$ cat src/rtl/operand_sel_pipe.sv
// operand_sel_pipe: N-to-1 operand selector feeding the ALU operand stage.
// The selected {data, sel, err} is captured on accept into a two-entry
// skid buffer (main + skid) so the block streams one item per cycle while
// keeping in_ready a registered signal.
//
// Handshake: a transfer happens on a cycle where valid and ready are both
// high at the posedge (in_valid & in_ready = accept, out_valid & out_ready =
// deliver). Once out_valid is high the out_* values stay frozen until the
// item is delivered; an upstream holding in_valid while in_ready is low is
// simply ignored until in_ready returns.
module operand_sel_pipe #(
    parameter int WIDTH = 16,
    parameter int N_IN  = 16,
    parameter int SEL_W = (N_IN > 1) ? $clog2(N_IN) : 1,
    parameter int ERR_W = 8
) (
    input  logic                  clk,
    input  logic                  rst,
    input  logic [N_IN*WIDTH-1:0] in_data,
    input  logic [SEL_W-1:0]      in_sel,
    input  logic                  in_valid,
    output logic                  in_ready,
    output logic [WIDTH-1:0]      out_data,
    output logic [SEL_W-1:0]      out_sel,
    output logic                  out_err,
    output logic                  out_valid,
    input  logic                  out_ready,
    output logic [ERR_W-1:0]      err_cnt
);

    // Buffer occupancy; EMPTY / ONE (main valid) / FULL (main + skid valid)
    typedef enum logic [1:0] {
        S_EMPTY = 2'd0,
        S_ONE   = 2'd1,
        S_FULL  = 2'd2
    } state_t;

    state_t state, state_nxt;

    logic             accept;
    logic             deliver;
    logic             load_main_new;
    logic             load_main_skid;
    logic             load_skid;

    logic [WIDTH-1:0] sel_data;
    logic             sel_err;

    logic [WIDTH-1:0] main_data, skid_data;
    logic [SEL_W-1:0] main_sel,  skid_sel;
    logic             main_err,  skid_err;

    assign accept    = in_valid & in_ready;
    assign deliver   = out_valid & out_ready;
    assign out_valid = (state != S_EMPTY);
    assign out_data  = main_data;
    assign out_sel   = main_sel;
    assign out_err   = main_err;

    // Operand mux: out-of-range selects match no input and yield zero data
    always_comb begin
        sel_data = '0;
        sel_err  = (32'(in_sel) >= N_IN);
        for (int k = 0; k < N_IN; k++) begin
            if (in_sel == SEL_W'(k)) begin
                sel_data = in_data[k*WIDTH +: WIDTH];
            end
        end
    end

    // Occupancy state register
    always_ff @(posedge clk) begin
        if (rst) begin
            state <= S_EMPTY;
        end else begin
            state <= state_nxt;
        end
    end

    // Next occupancy and which register loads what
    always_comb begin
        state_nxt      = state;
        load_main_new  = 1'b0;
        load_main_skid = 1'b0;
        load_skid      = 1'b0;
        case (state)
            S_EMPTY: begin
                if (accept) begin
                    state_nxt     = S_ONE;
                    load_main_new = 1'b1;
                end
            end
            S_ONE: begin
                if (accept && deliver) begin
                    load_main_new = 1'b1;
                end else if (accept) begin
                    state_nxt = S_FULL;
                    load_skid = 1'b1;
                end else if (deliver) begin
                    state_nxt = S_EMPTY;
                end
            end
            S_FULL: begin
                // in_ready is low here, so only draining is possible
                if (deliver) begin
                    state_nxt      = S_ONE;
                    load_main_skid = 1'b1;
                end
            end
            default: begin
                state_nxt = S_EMPTY;
            end
        endcase
    end

    // in_ready looks ahead at the next occupancy so it is low exactly while FULL
    always_ff @(posedge clk) begin
        if (rst) begin
            in_ready <= 1'b0;
        end else begin
            in_ready <= (state_nxt != S_FULL);
        end
    end

    // Main register: drives out_*, loads a fresh item or the skid contents
    always_ff @(posedge clk) begin
        if (rst) begin
            main_data <= '0;
            main_sel  <= '0;
            main_err  <= 1'b0;
        end else if (load_main_new) begin
            main_data <= sel_data;
            main_sel  <= in_sel;
            main_err  <= sel_err;
        end else if (load_main_skid) begin
            main_data <= skid_data;
            main_sel  <= skid_sel;
            main_err  <= skid_err;
        end
    end

    // Skid register: catches the item accepted while main is stalled
    always_ff @(posedge clk) begin
        if (rst) begin
            skid_data <= '0;
            skid_sel  <= '0;
            skid_err  <= 1'b0;
        end else if (load_skid) begin
            skid_data <= sel_data;
            skid_sel  <= in_sel;
            skid_err  <= sel_err;
        end
    end

    // Saturating count of accepted out-of-range requests
    always_ff @(posedge clk) begin
        if (rst) begin
            err_cnt <= '0;
        end else if (accept && sel_err && (err_cnt != {ERR_W{1'b1}})) begin
            err_cnt <= err_cnt + 1'b1;
        end
    end

endmodule

$ cat config.mk
export PLATFORM = sky130hd
export DESIGN_NAME = operand_sel_pipe
export DESIGN_NICKNAME = d
export VERILOG_FILES = /design/src/rtl/operand_sel_pipe.sv
export SDC_FILE = /design/constraint.sdc
export NUM_CORES = 1
export LEC_CHECK = 0
export CAP_MARGIN = 20
export CORE_MARGIN = 5
export CORE_UTILIZATION = 41
export CTS_CLUSTER_DIAMETER = 30
export DETAILED_ROUTE_END_ITERATION = 10
export HOLD_SLACK_MARGIN = 0.1
export PLACE_DENSITY = 0.89
export SLEW_MARGIN = 0
export SYNTH_ARGS = -nofsm -noshare
export SYNTH_HDL_FRONTEND = slang
export SYNTH_SLANG_ARGS = --single-unit
$ cat constraint.sdc
create_clock -name clk -period 3.7 [get_ports clk]
set_input_delay 0.74 -clock clk [delete_from_list [all_inputs] [get_ports clk]]
set_output_delay 0.74 -clock clk [all_outputs]
set_load 0.02 [all_outputs]
After elaboration in Yosys (flattened, before gate mapping)
Cells that the tools add are included.
{ "totals": {"register_bits": 43, "input_bits": 264, "output_inout_bits": 31} }
{ "classes": {"n_eq_ne": 18, "mux": 33, "bitwise": 2, "reduce_logical": 5} }
{ "ops": {"columns": ["operator", "count"], "rows": [
  ["$mux 16", 18],
  ["$eq 4x4->1 const B", 8],
  ["$eq 4x3->1 const B", 4],
  ["$mux 2", 5],
  ["$eq 4x2->1 const B", 2],
  ["$mux 4", 2],
  ["$mux 1", 6],
  ["$pmux 2 s3", 1],
  ["$eq 4x1->1 const B", 1],
  ["$logic_not 4->1", 1],
  ["$reduce_bool 2->1", 2],
  ["$and 1x1->1", 2],
  ["$eq 2x1->1 const B", 1],
  ["$eq 2x2->1 const B", 1],
  ["$logic_not 2->1", 1],
  ["$ne 2x2->1 const B", 1],
  ["$pmux 1 s2", 1],
  ["$logic_and 1x1->1", 1]
]} }

Depth between registers and ports, before layout
{ "depth": {"ltp_word": 18, "depth_mapped": 10, "ltp_nobuf": 6} }

Worst setup path after synthesis
Ideal clock, no wire load.
{ "synth_path": {"path_kind": "input -> register", "start": "input in_sel[1]", "end": "register skid_data[3]", "setup_ps": 137, "t_arrival_ps": 2018, "path_slack_ps": 1545, "stages": 8, "path_buffers": 2, "path_cell_list": "buf_6 buf_6 mux2_2 a221o_1 o22ai_1 a21oi_1 a32oi_1 a211oi_1"} }
{ "synth_via": {"elab_chain_len": 17} }
{ "synth_rtl": {"columns": ["element", "line", "source"], "rows": [
  ["from (decl)", "20", "input logic [SEL_W-1:0] in_sel,"],
  ["$logic_not 4->1", "65", "if (in_sel == SEL_W'(k)) begin"],
  ["$mux 16 (15 in a row)", "65", null],
  ["$mux 16 *", "65", null],
  ["to (signal assigned)", "149", "skid_data <= sel_data;"],
  ["to (decl)", "49", "logic [WIDTH-1:0] main_data, skid_data;"]
]} }
Every way passes the cells marked *; elsewhere a longest branch is shown, timed or not.
A chain may end at the register's enable or synchronous reset.

Final worst setup path
{ "layout_path": {"start": "input in_sel[2]", "end": "register skid_data[7]"} }
The elaborated chain is that of the path after synthesis.

==> summary.txt <==
Run
  – Max Cap Viol: 0

Detailed routing
  – Initial DRC Count: 1080
  – # DRC: 0
  – Antenna Nets Post-Route: 0
  – Vias per inst: 6.251
  – Routed wire length: 23970 µm
  – Pre-Repair DR Iteration Count: 5
  – Vias after detailed routing: 6501
  – DR WL/cell: 23.05 µm

Yosys
  – Yosys reg bits: 43
  – Number of synthesized flops with an enable pin: 0
  – Syn Inst Count: 648
  – Ranking of synthesized cells by area: dfxtp_1 18%, mux2i_1 9.3%, nand2_1 6.5%
  – Post-synth ARST share: 0%
  – Leading area contributor after synthesis: dfxtp_1
  – Netlist cell types: 67
  – Yosys Warn Count: 0
  – Yosys top cell area share: 17.86%
  – Syn_area_per_cell: 7.440 µm²
  – Post-synthesis sequential area ratio: 17.86%
  – Cell Area, Synth: 4821 µm²
  – Ys flop type: dfxtp_1

Finish
  – Synth-to-layout area growth: 60.65%
  – Share of cells above drive strength 1: 7.804%
  – Multi-input gate area: 3493 µm²
  – Reg area: 860.8 µm²
  – ANT cells: 0
  – Fillers: 919
  – NumNets Final: 1160

Timing
  – Fmax: 0.3401 GHz
  – Unrepaired setup endpoints after global routing: false
  – Setup Skew: 0.009004 ns
  – Fin. Hold Viols: 0
  – Setup TNS Final: 0 ns
  – Slew headroom: 38.68%
  – Worst Tran Pin Value: 0.9179 ns
  – Setup-failing EPs final: 0
  – Post-layout minimum cycle time: 2.940 ns
  – Max Slew Vio Count: 0
  – Fin crit share: 79.46%
  – Worst Slack Setup Final: 0.7600 ns

Floorplanning
  – Die ar.: 14030 µm²
  – Die H: 118.4 µm
  – Starting Density: 42.04%
  – Row count: 39
  – Die Wd: 118.4 µm
  – Core Area: 11470 µm²
  – Io pins: 295

Hold path
  – Hold Crit Endpoint: skid_sel[0]
  – HP Start: skid_sel[0]
  – Min-Delay Path Depth: 2
  – Hold crit path type: reg2reg

Placed design
  – Post-DP HPWL: 19000 µm
  – Final GP Congestion: 1.009
  – Port bufs: 285
  – Dpl ws: 0.7008 ns

Power and ir drop
  – Worst IR Drop VDD: 0.0002117 V
  – Leakage: 0.002825 µW
  – PD cells: 236.6 nW/µm²

Worst setup path
  – Critical path fanouts, max: 33
  – Worst flop-to-flop path startpoint: in_ready
  – Setup CP Type: in2reg
  – Crit path cell chain: buf_2 -> nor2b_1 -> a21oi_1 -> o31ai_1 -> o21ai_0 -> a311oi_1
  – R2R setup slack: 1.76 ns
  – CP startpoint: in_sel[2]
  – Worst setup EP type: flip-flop
  – Crit path max-delay cell type: nor2b_1
  – Worst path arrival time: 3.14 ns
  – Critical Path Start Type: input port
  – Slowest Stage Delay on Critical Path: 0.81 ns
  – Reg2reg path depth: 6
  – WP data required: 3.90 ns
  – Reg-to-reg endpoint: out_data[13]

Global routing
  – Largest net degree at the start of global routing: 45
  – First-pass GRT wire length: 36300 µm
  – Vias in the first global route: 6377
  – Overflow after GRT: 0
  – Initial antenna violation count: 0
  – Total track usage: 32.15%

Clock tree
  – Worst-skew pair later-pin latency: 0.29 ns
  – Root Driver: clkbuf_16
  – Clk sinks: 43
  – Post-CTS Resized: 0
  – TritonCTS clock tree: built
  – CTS H-tree lvls: 2
  – Number of buffers created by CTS: 5
  – Post-CTS Setup Repair Bufs: 0
  – Hold Buf Count CTS: 0
  – CTS max path bufs: 2
  – Reg clk slew, reported paths: 0.07 ns

Status
  – Status: complete, no violations
[worst max path at each step]
| stage | endpoint | slack [ns] | depth (start not counted) |
|---|---|---|---|
| after floorplan | skid_data[3] | 1.54 | 8 |
| after global placement | skid_data[2] | 0.75 | 6 |
| after detailed placement | skid_data[7] | 0.70 | 6 |
| after CTS | skid_data[7] | 0.93 | 6 |
| after global routing | skid_data[7] | 0.74 | 6 |
| final | skid_data[7] | 0.76 | 6 |
[area by class of cell]
| cell class | count | area share [%] |
|---|---|---|
| inverter | 9 | 0.4362 |
| clock buffer | 6 | 1.793 |
| tap | 143 | 2.310 |
| timing repair buffer | 305 | 38.74 |
| sequential | 43 | 11.11 |
| multi-input combinational | 532 | 45.10 |
| clock inverter | 2 | 0.5008 |
[synth_stat cells (3+ instances only)]
master      n
and3_1      3
o32ai_1     7
nand3b_1    8
a21o_1      3
a311oi_1   14
a31o_2      6
nor2_1     54
a32oi_1     4
buf_4      17
nor2b_1    16
nand3_1     8
nand2_1    84
mux2i_1    45
a211o_1     4
nor3_1     14
o221ai_1    7
nand2b_1   17
clkbuf_1   18
inv_1       8
o22ai_1    17
a2bb2oi_1   6
a22oi_1     5
o21ai_0    37
buf_6      12
o31ai_1     5
o211ai_1   11
a21oi_1    48
mux4_2      9
a211oi_1   16
a221o_1     3
a221oi_1    5
mux2_2     12
and3b_1     3
buf_2      22
dfxtp_1    43
a31oi_1    11
o21ai_1     5
a22o_1      3
[registers in the layout (all words and copies together), names as in the netlist]
name       flops
skid_data     16
state          2
in_ready       1
out_data      16
out_sel        4
skid_sel       4
[cells by family after synthesis]
logic type / share of synthesized area, %
compound gates: 32.96
buf+inv: 10.41
flops: 17.86
mux: 16.35
other cells: 0.07779
simple gates: 22.35
[placed cells by master (no fill, tap or decap), drive strengths merged, types with 4 or more instances in the layout]
cell type / synthesis / layout
conb: 1 / 9
a32oi: 4 / 4
o221ai: 7 / 7
clkdlybuf4s50: 0 / 281
a211oi: 16 / 16
nor2b: 16 / 16
o32ai: 7 / 7
mux4: 9 / 9
mux2i: 45 / 45
nand2b: 17 / 17
a221oi: 7 / 7
inv: 9 / 10
a21oi: 49 / 49
a211o: 4 / 4
buf: 54 / 24
nor2: 55 / 55
o22ai: 17 / 17
nand3: 8 / 8
mux2: 12 / 12
o31ai: 5 / 5
a22oi: 5 / 5
o211ai: 11 / 11
o21ai: 42 / 42
dfxtp: 43 / 43
clkbuf: 18 / 6
a311oi: 14 / 14
nand2: 84 / 84
nor3: 14 / 14
a31oi: 11 / 11
a2bb2oi: 6 / 6
a31o: 8 / 8
nand3b: 10 / 10
[per-layer routing]
layer / up-vias / share of wire [%] / GRT usage [%]
met3: 83 / 12 / 7.689
met4: 0 / 3.8 / 10.13
li1: 2921 / - / -
met2: 544 / 48 / 54.43
met1: 2953 / 36 / 40.42
met5: - / 0 / 0
[report_power, final]
group | internal, µW | switching, µW
Clock | 339 | 190
Combinational | 440 | 363
Sequential | 485 | 15.2
[metrics by stage]
step           hold WS (ns)  cell area, µm²  power, µW  std cells  utilization (%)
2_1_floorplan        0.4249            4851      885.1        656                -
3_3_place_gp         0.4354            7567       1287       1032            65.99
3_5_place_dp         0.4502            7567       1292       1032            65.99
4_1_cts              0.4583            7745       1817       1040            67.54
5_1_grt              0.4925            7745       1895       1040            67.54
6_report             0.4557            7745       1833       1040            67.54
[worst max-delay path, delay by kind of cell]
family | cells | cell delay (ns)
and+or+nand+nor | 1 | 0.81
AOI/OAI and AO/OA | 4 | 1.08
buffers and inverters | 1 | 0.49
(Power assumes the default switching activity.)
